**src/rtl/serial_adder_pkg.sv**
```systemverilog
// rtl/serial_adder_pkg.sv - shared FSM state type and default sizing for the serial adder
package serial_adder_pkg;

    localparam int DEFAULT_WIDTH = 8;
    localparam int DEFAULT_DIGIT = 2;

    typedef enum logic [1:0] {
        IDLE = 2'd0,
        RUN  = 2'd1,
        DONE = 2'd2
    } state_t;

endpackage

```
**src/rtl/digit_adder.sv**
```systemverilog
// rtl/digit_adder.sv - combinational DIGIT-bit adder slice with carry-out and carry into its MSB
module digit_adder #(
    parameter int DIGIT = 2
) (
    input  logic [DIGIT-1:0] a,
    input  logic [DIGIT-1:0] b,
    input  logic             cin,
    output logic [DIGIT-1:0] sum,
    output logic             cout,
    output logic             c_msb
);

    logic [DIGIT:0] w_full;

    assign w_full = {1'b0, a} + {1'b0, b} + {{DIGIT{1'b0}}, cin};
    assign sum    = w_full[DIGIT-1:0];
    assign cout   = w_full[DIGIT];
    // The MSB sum bit is a^b^carry_in, so the carry into it falls out by XOR.
    assign c_msb  = a[DIGIT-1] ^ b[DIGIT-1] ^ sum[DIGIT-1];

endmodule

```
**src/rtl/serial_adder_n.sv**
```systemverilog
// rtl/serial_adder_n.sv - digit-serial add/subtract unit processing DIGIT bits per clock
module serial_adder_n
    import serial_adder_pkg::*;
#(
    parameter int WIDTH = DEFAULT_WIDTH,
    parameter int DIGIT = DEFAULT_DIGIT
) (
    input  logic             clk,
    input  logic             rst,
    input  logic             start,
    input  logic             sub,
    input  logic [WIDTH-1:0] a,
    input  logic [WIDTH-1:0] b,
    input  logic             cin,
    output logic             busy,
    output logic             done,
    output logic [WIDTH-1:0] sum,
    output logic             cout,
    output logic             ovf
);

    localparam int N  = WIDTH / DIGIT;
    localparam int CW = (N > 1) ? $clog2(N) : 1;
    localparam logic [CW-1:0] LAST = CW'(N - 1);

    generate
        if (DIGIT < 1 || (WIDTH % DIGIT) != 0) begin : g_bad_params
            $error("serial_adder_n: WIDTH must be a positive multiple of DIGIT");
        end
    endgenerate

    state_t r_state;
    state_t w_next;

    logic [WIDTH-1:0]       r_a;
    logic [WIDTH-1:0]       r_b;
    logic [WIDTH-1:0]       r_sum;
    logic                   r_carry;
    logic                   r_sub;
    logic                   r_cout;
    logic                   r_ovf;
    logic [CW-1:0]          r_cnt;

    logic                   w_accept;
    logic                   w_last;
    logic [DIGIT-1:0]       w_b_digit;
    logic [DIGIT-1:0]       w_dsum;
    logic                   w_dcout;
    logic                   w_dcmsb;
    logic [WIDTH+DIGIT-1:0] w_cat;

    assign w_accept  = (r_state != RUN) && start;
    assign w_last    = (r_cnt == LAST);
    // b is held as presented; the subtract inversion is applied per digit from the latched mode.
    assign w_b_digit = r_b[DIGIT-1:0] ^ {DIGIT{r_sub}};
    assign w_cat     = {w_dsum, r_sum};

    digit_adder #(
        .DIGIT (DIGIT)
    ) u_digit_adder (
        .a     (r_a[DIGIT-1:0]),
        .b     (w_b_digit),
        .cin   (r_carry),
        .sum   (w_dsum),
        .cout  (w_dcout),
        .c_msb (w_dcmsb)
    );

    always_ff @(posedge clk or posedge rst) begin
        if (rst) begin
            r_state <= IDLE;
        end else begin
            r_state <= w_next;
        end
    end

    always_comb begin
        w_next = r_state;
        case (r_state)
            IDLE:    w_next = start ? RUN : IDLE;
            RUN:     w_next = w_last ? DONE : RUN;
            DONE:    w_next = start ? RUN : IDLE;
            default: w_next = IDLE;
        endcase
    end

    always_ff @(posedge clk or posedge rst) begin
        if (rst) begin
            r_a     <= '0;
            r_b     <= '0;
            r_sum   <= '0;
            r_carry <= 1'b0;
            r_sub   <= 1'b0;
            r_cout  <= 1'b0;
            r_ovf   <= 1'b0;
            r_cnt   <= '0;
        end else if (w_accept) begin
            r_a     <= a;
            r_b     <= b;
            r_carry <= sub ? ~cin : cin;
            r_sub   <= sub;
            r_cnt   <= '0;
        end else if (r_state == RUN) begin
            r_a     <= r_a >> DIGIT;
            r_b     <= r_b >> DIGIT;
            r_carry <= w_dcout;
            r_sum   <= w_cat[WIDTH+DIGIT-1:DIGIT];
            r_cnt   <= r_cnt + CW'(1);
            if (w_last) begin
                r_cout <= w_dcout;
                r_ovf  <= w_dcout ^ w_dcmsb;
            end
        end
    end

    assign busy = (r_state == RUN);
    assign done = (r_state == DONE);
    assign sum  = r_sum;
    assign cout = r_cout;
    assign ovf  = r_ovf;

endmodule

```
**config.mk**
```make
export PLATFORM = sky130hd
export DESIGN_NAME = serial_adder_n
export DESIGN_NICKNAME = d
export VERILOG_FILES = /design/src/rtl/serial_adder_pkg.sv /design/src/rtl/digit_adder.sv /design/src/rtl/serial_adder_n.sv
export SDC_FILE = /design/constraint.sdc
export NUM_CORES = 1
export LEC_CHECK = 0
export BUFFER_PORTS_ARGS = -buffer_cell sky130_fd_sc_hd__buf_2
export CORE_MARGIN = 2
export CORE_UTILIZATION = 52
export DETAILED_ROUTE_END_ITERATION = 10
export PLACE_DENSITY = 0.79
export SLEW_MARGIN = 10
export SYNTH_ARGS = -nofsm -noshare
export SYNTH_HDL_FRONTEND = slang
export SYNTH_SLANG_ARGS = --single-unit
```
**constraint.sdc**
```tcl
create_clock -name clk -period 4.7 [get_ports clk]
set_input_delay 1.41 -clock clk [delete_from_list [all_inputs] [get_ports clk]]
set_output_delay 1.41 -clock clk [all_outputs]
set_load 0.1 [all_outputs]
```
After elaboration in Yosys (flattened, before gate mapping)
Index checks and enable logic that the tools add are counted.
Cells by class
  eq/ne operators: 4
  multiply operators: 0
  div/mod/pow operators: 0
  bitwise gates (word level): 6
  $add $sub $neg: 3
  muxes and demuxes: 12
  magnitude comparators: 0
  shifts and indexed selects: 0
  reductions and logical operators: 6
Operators with widths (number)
  $mux W8: 4
  $mux W2: 3
  $eq A2 B2 Y1 const B: 2
  $mux W1: 4
  $pmux W2 S2: 1
  $add A2 B2 Y3: 1
  $add A3 B1 Y3: 1
  $reduce_and A3 Y1: 1
  $xor A1 B1 Y1: 3
  $add A2 B1 Y2 const B: 1
  $eq A2 B1 Y1 const B: 1
  $logic_not A2 Y1: 1
  $ne A2 B1 Y1 const B: 1
  $not A1 Y1: 2
  $reduce_and A2 Y1: 1
  $reduce_bool A2 Y1: 1
  $reduce_or A2 Y1: 1
  $xor A2 B2 Y2: 1
  $logic_and A1 B1 Y1: 1
Storage, ports and cells
  bits in latches: 0
  flip-flop bits (word level): 32
  memory bits (read-only): 0
  memories kept: 0
  word-level logic and storage cells: 40
  bits in writable memories: 0

Longest topological paths before layout
  depth in word-level cells: 5
  depth in mapped cells: 6
  depth with buffers taken out: 6

By module
A second synthesis with hierarchy kept.
Second synthesis, totals
  cell total of the unflattened synthesis: 145
  area total of the unflattened synthesis: 1478.9 sq um
By module, submodules not included
  serial_adder_n: times used 1, seq. area each 800.8 sq um, cells an instance 133, area each 1387.6 sq um
  digit_adder: times used 1, seq. area each 0.0 sq um, cells an instance 12, area each 91.3 sq um

Least setup slack after synthesis
No wires, ideal clock.
  path type: register to output
  start point: register r_state[0]
  end point: output port done
  slack: 2.129 ns
  required time: 3.290 ns
  stages on the path, launching flop included: 2
  path buffers: 0
  data arrival time: 1.161 ns
  path through: dfrtp_1 > and2b_1
Between the ends
  word-level cells in the longest chain between the ends: 1
RTL lines
  from (decl): line serial_adder_n.sv:32  | state_t r_state;
  from (signal assigned): line serial_adder_n.sv:73  | r_state <= w_next;
  $eq A2 B2 Y1: line serial_adder_n.sv:117  | assign done = (r_state == DONE);
  to (decl): line serial_adder_n.sv:16  | output logic done,
No other way between the ends.

Worst setup path after layout
  start point: register r_state[1]
  end point: output port busy
Between the ends
  word-level cells in the longest chain between the ends: 1
RTL lines
  $eq A2 B1 Y1: line serial_adder_n.sv:116  | assign busy = (r_state == RUN);
  to (decl): line serial_adder_n.sv:15  | output logic busy,
No other way between the ends.

==> metrics.md <==
| Metric | Value |
|---|---|
| # diodes | 0 |
| Reg-to-reg endpoint | ovf$_DFFE_PP0P_ |
| Worst Setup Start Kind | flip-flop |
| Hold Crit Class | flip-flop to flip-flop |
| Drt total wl | 2380 um |
| Htree depth | 2 |
| Post-DP HPWL | 1740 um |
| Iteration-0 DRC Markers | 5 |
| Final Hold Fails | 0 |
| Share of the synthesized area in the top cell type | 0.542 |
| Die ar. | 3280 um^2 |
| Critical Path, Cell by Cell | nor2b_4 > buf_4 > buf_2 |
| Clk_lat worst skew | 320 ps |
| Core Rows | 19 |
| Clock-pin slew on the worst setup and hold paths | 80 ps |
| RSZ-0062 raised after global routing | no |
| Max Fclk | 0.317 GHz |
| Post-synth top flop | dfrtp_1 |
| Length in cells of the worst reg-to-reg path | 6 |
| Die width | 57.3 um |
| Yosys cell types | 23 |
| Largest net degree at the start of global routing | 45 |
| Clk sinks | 32 |
| First-pass GRT wire length | 4350 um |
| Min Tclk post-route | 3160 ps |
| Deepest clock path buffer count | 2 |
| Setup bufs post-CTS | 0 |
| Synthesized Nets | 145 |
| Remaining DRCs | 0 |
| Post_cts resized | 0 |
| Sequential area share after synthesis | 0.542 |
| Critical path class | flip-flop to output port |
| Top-level I/O count | 33 |
| Hold Path Origin | ovf$_DFFE_PP0P_ |
| Stages on the worst setup path | 3 |
| CTS tree | yes |
| Syn Inst Count | 120 |
| Antenna violations before repair | 0 |
| CP endpoint kind | output port |
| Vias per cell | 5.23 |
| Port Buffers | 32 |
| Fin. max-slew vios | 0 |
| Post-synth top area cell | dfrtp_1 |
| Worst r2r src | r_sub$_DFFE_PP0P_ |
| Total global-route track usage | 0.176 |
| RD Place Congestion | 0.692 |
| Cell Area, Synth | 1480 um^2 |
| Critical path's top delay family | buffers and inverters |
| Area growth, synth to finish | 14.8% |
| Vias in the first global route | 1049 |
| Most frequent cells in the layout | 32 x dfrtp_1, 32 x buf_2, 17 x mux2i_1 |
| CTS buffer count | 5 |
| End of the critical path | busy |
| Slew HR | 0.629 |
| Post-synth ARST share | 1.00 |
| Core ar. | 2730 um^2 |
| WP data arrival | 1750 ps |
| Final setup violation count | 0 |
| Crit path required time | 3290 ps |
| Root Driver | clkbuf_4 |
| Die Ht | 57.3 um |
| CP max FO | 44 |
| Setup Skew | 5.57 ps |
| Total congestion overflow | 0 |
| Layout cells sized above 1 | 0.348 |
| R2r setup slk | 2650 ps |
| Fillcell total | 233 |
| CP max-delay cell | buf_2 |
| DR WL/cell | 12.8 um |
| Outcome | completed |
| Post-DRT Antenna Nets | 0 |
| CP bufs+invs | 2 |
| Yosys reg bits | 32 |
| Final Cycle Share | 0.671 |
| Vias | 973 |
| Critical Path Source | r_state[1]$_DFF_PP0_ |
| Synthesis Warnings | 0 |
| Synth top area cells | dfrtp_1 54%, mux2i_1 12%, mux2_2 8.4%, o21ai_0 5.1%, nand2_1 3.8% |
| EDFF count, synth | 0 |
| Number of max-cap violations | 0 |
| Mapped Avg Cell Area | 12.3 um^2 |
| Max incr delay on CP | 510 ps |
| Total negative slack | 0 ps |
| Worst-Margin Slew | 556 ps |
| Initial core utilization | 0.541 |
| # hold bufs at CTS | 0 |
| DR pass1 iterations | 2 |
| Nets | 179 |
==> metrics by stage <==
stage           util  hold slack, ps  cell area, um^2  instances  worst slack [ps]
2_1_floorplan      -             449             1480        120              2130
3_3_place_gp   0.599             459             1640        178              1920
3_5_place_dp   0.599             473             1640        178              1880
4_1_cts        0.621             498             1700        186              1520
5_1_grt        0.621             517             1700        186              1410
6_report       0.621             486             1700        186              1540
==> per-layer routing <==
metal  track usage  vias to the layer above  routed length [um]
li1              -                      470                   -
met1         0.189                      470                 957
met2         0.312                       26                1240
met3        0.0522                        7                 123
met4        0.0897                        0                  53
met5             0                        -                   0
==> how the worst min path moves through the flow <==
stage,cells past startpoint,slack (ps),to
global placement,2,460,ovf$_DFFE_PP0P_
floorplan,2,450,r_a[0]$_DFFE_PP0P_
CTS,2,500,ovf$_DFFE_PP0P_
global route,2,520,r_a[0]$_DFFE_PP0P_
detailed placement,2,470,r_a[0]$_DFFE_PP0P_
finish,2,490,ovf$_DFFE_PP0P_
==> tightest hold or removal path: stages (launching register included) <==
cell and delay, ps:
dfrtp_1 350, nand2_1 40, o21ai_0 60
==> cells in the mapped netlist, types with 2 or more instances <==
cell type / count
dfrtp_1: 32
mux2i_1: 17
nand2_1: 15
xor2_1: 4
nor2_1: 5
fa_1: 2
mux2_2: 11
inv_1: 2
buf_2: 3
o21ai_0: 15
ha_1: 2
==> flip-flops by register name (all words and copies together) (netlist names) <==
register	flops
cout	1
ovf	1
r_a	8
r_b	8
r_carry	1
r_cnt	2
r_state	2
r_sub	1
sum	8
==> layout make-up <==
| cell class | count | area [um^2] | share of cell area |
|---|---|---|---|
| inverter | 2 | 7.51 | 0.00442 |
| sequential | 32 | 801 | 0.472 |
| multi-input combinational | 79 | 616 | 0.363 |
| clock buffer | 8 | 58.8 | 0.0347 |
| timing repair buffer | 34 | 175 | 0.103 |
| tap | 31 | 38.8 | 0.0229 |
==> cell families (layout without fill, tap and decap cells) <==
| kind of cell | Yosys count | after routing | share of synthesized area |
|---|---|---|---|
| buffers and inverters | 9 | 44 | 0.0415 |
| AOI/OAI and AO/OA | 15 | 15 | 0.0508 |
| muxes | 29 | 29 | 0.209 |
| adders and majority gates | 4 | 4 | 0.0440 |
| xor gates and xnor gates | 5 | 5 | 0.0296 |
| and+or+nand+nor | 26 | 26 | 0.0830 |
| DFF | 32 | 32 | 0.542 |
Power is not shown: default switching activity piles up to over one toggle a cycle in this logic, so the estimate is an artifact.
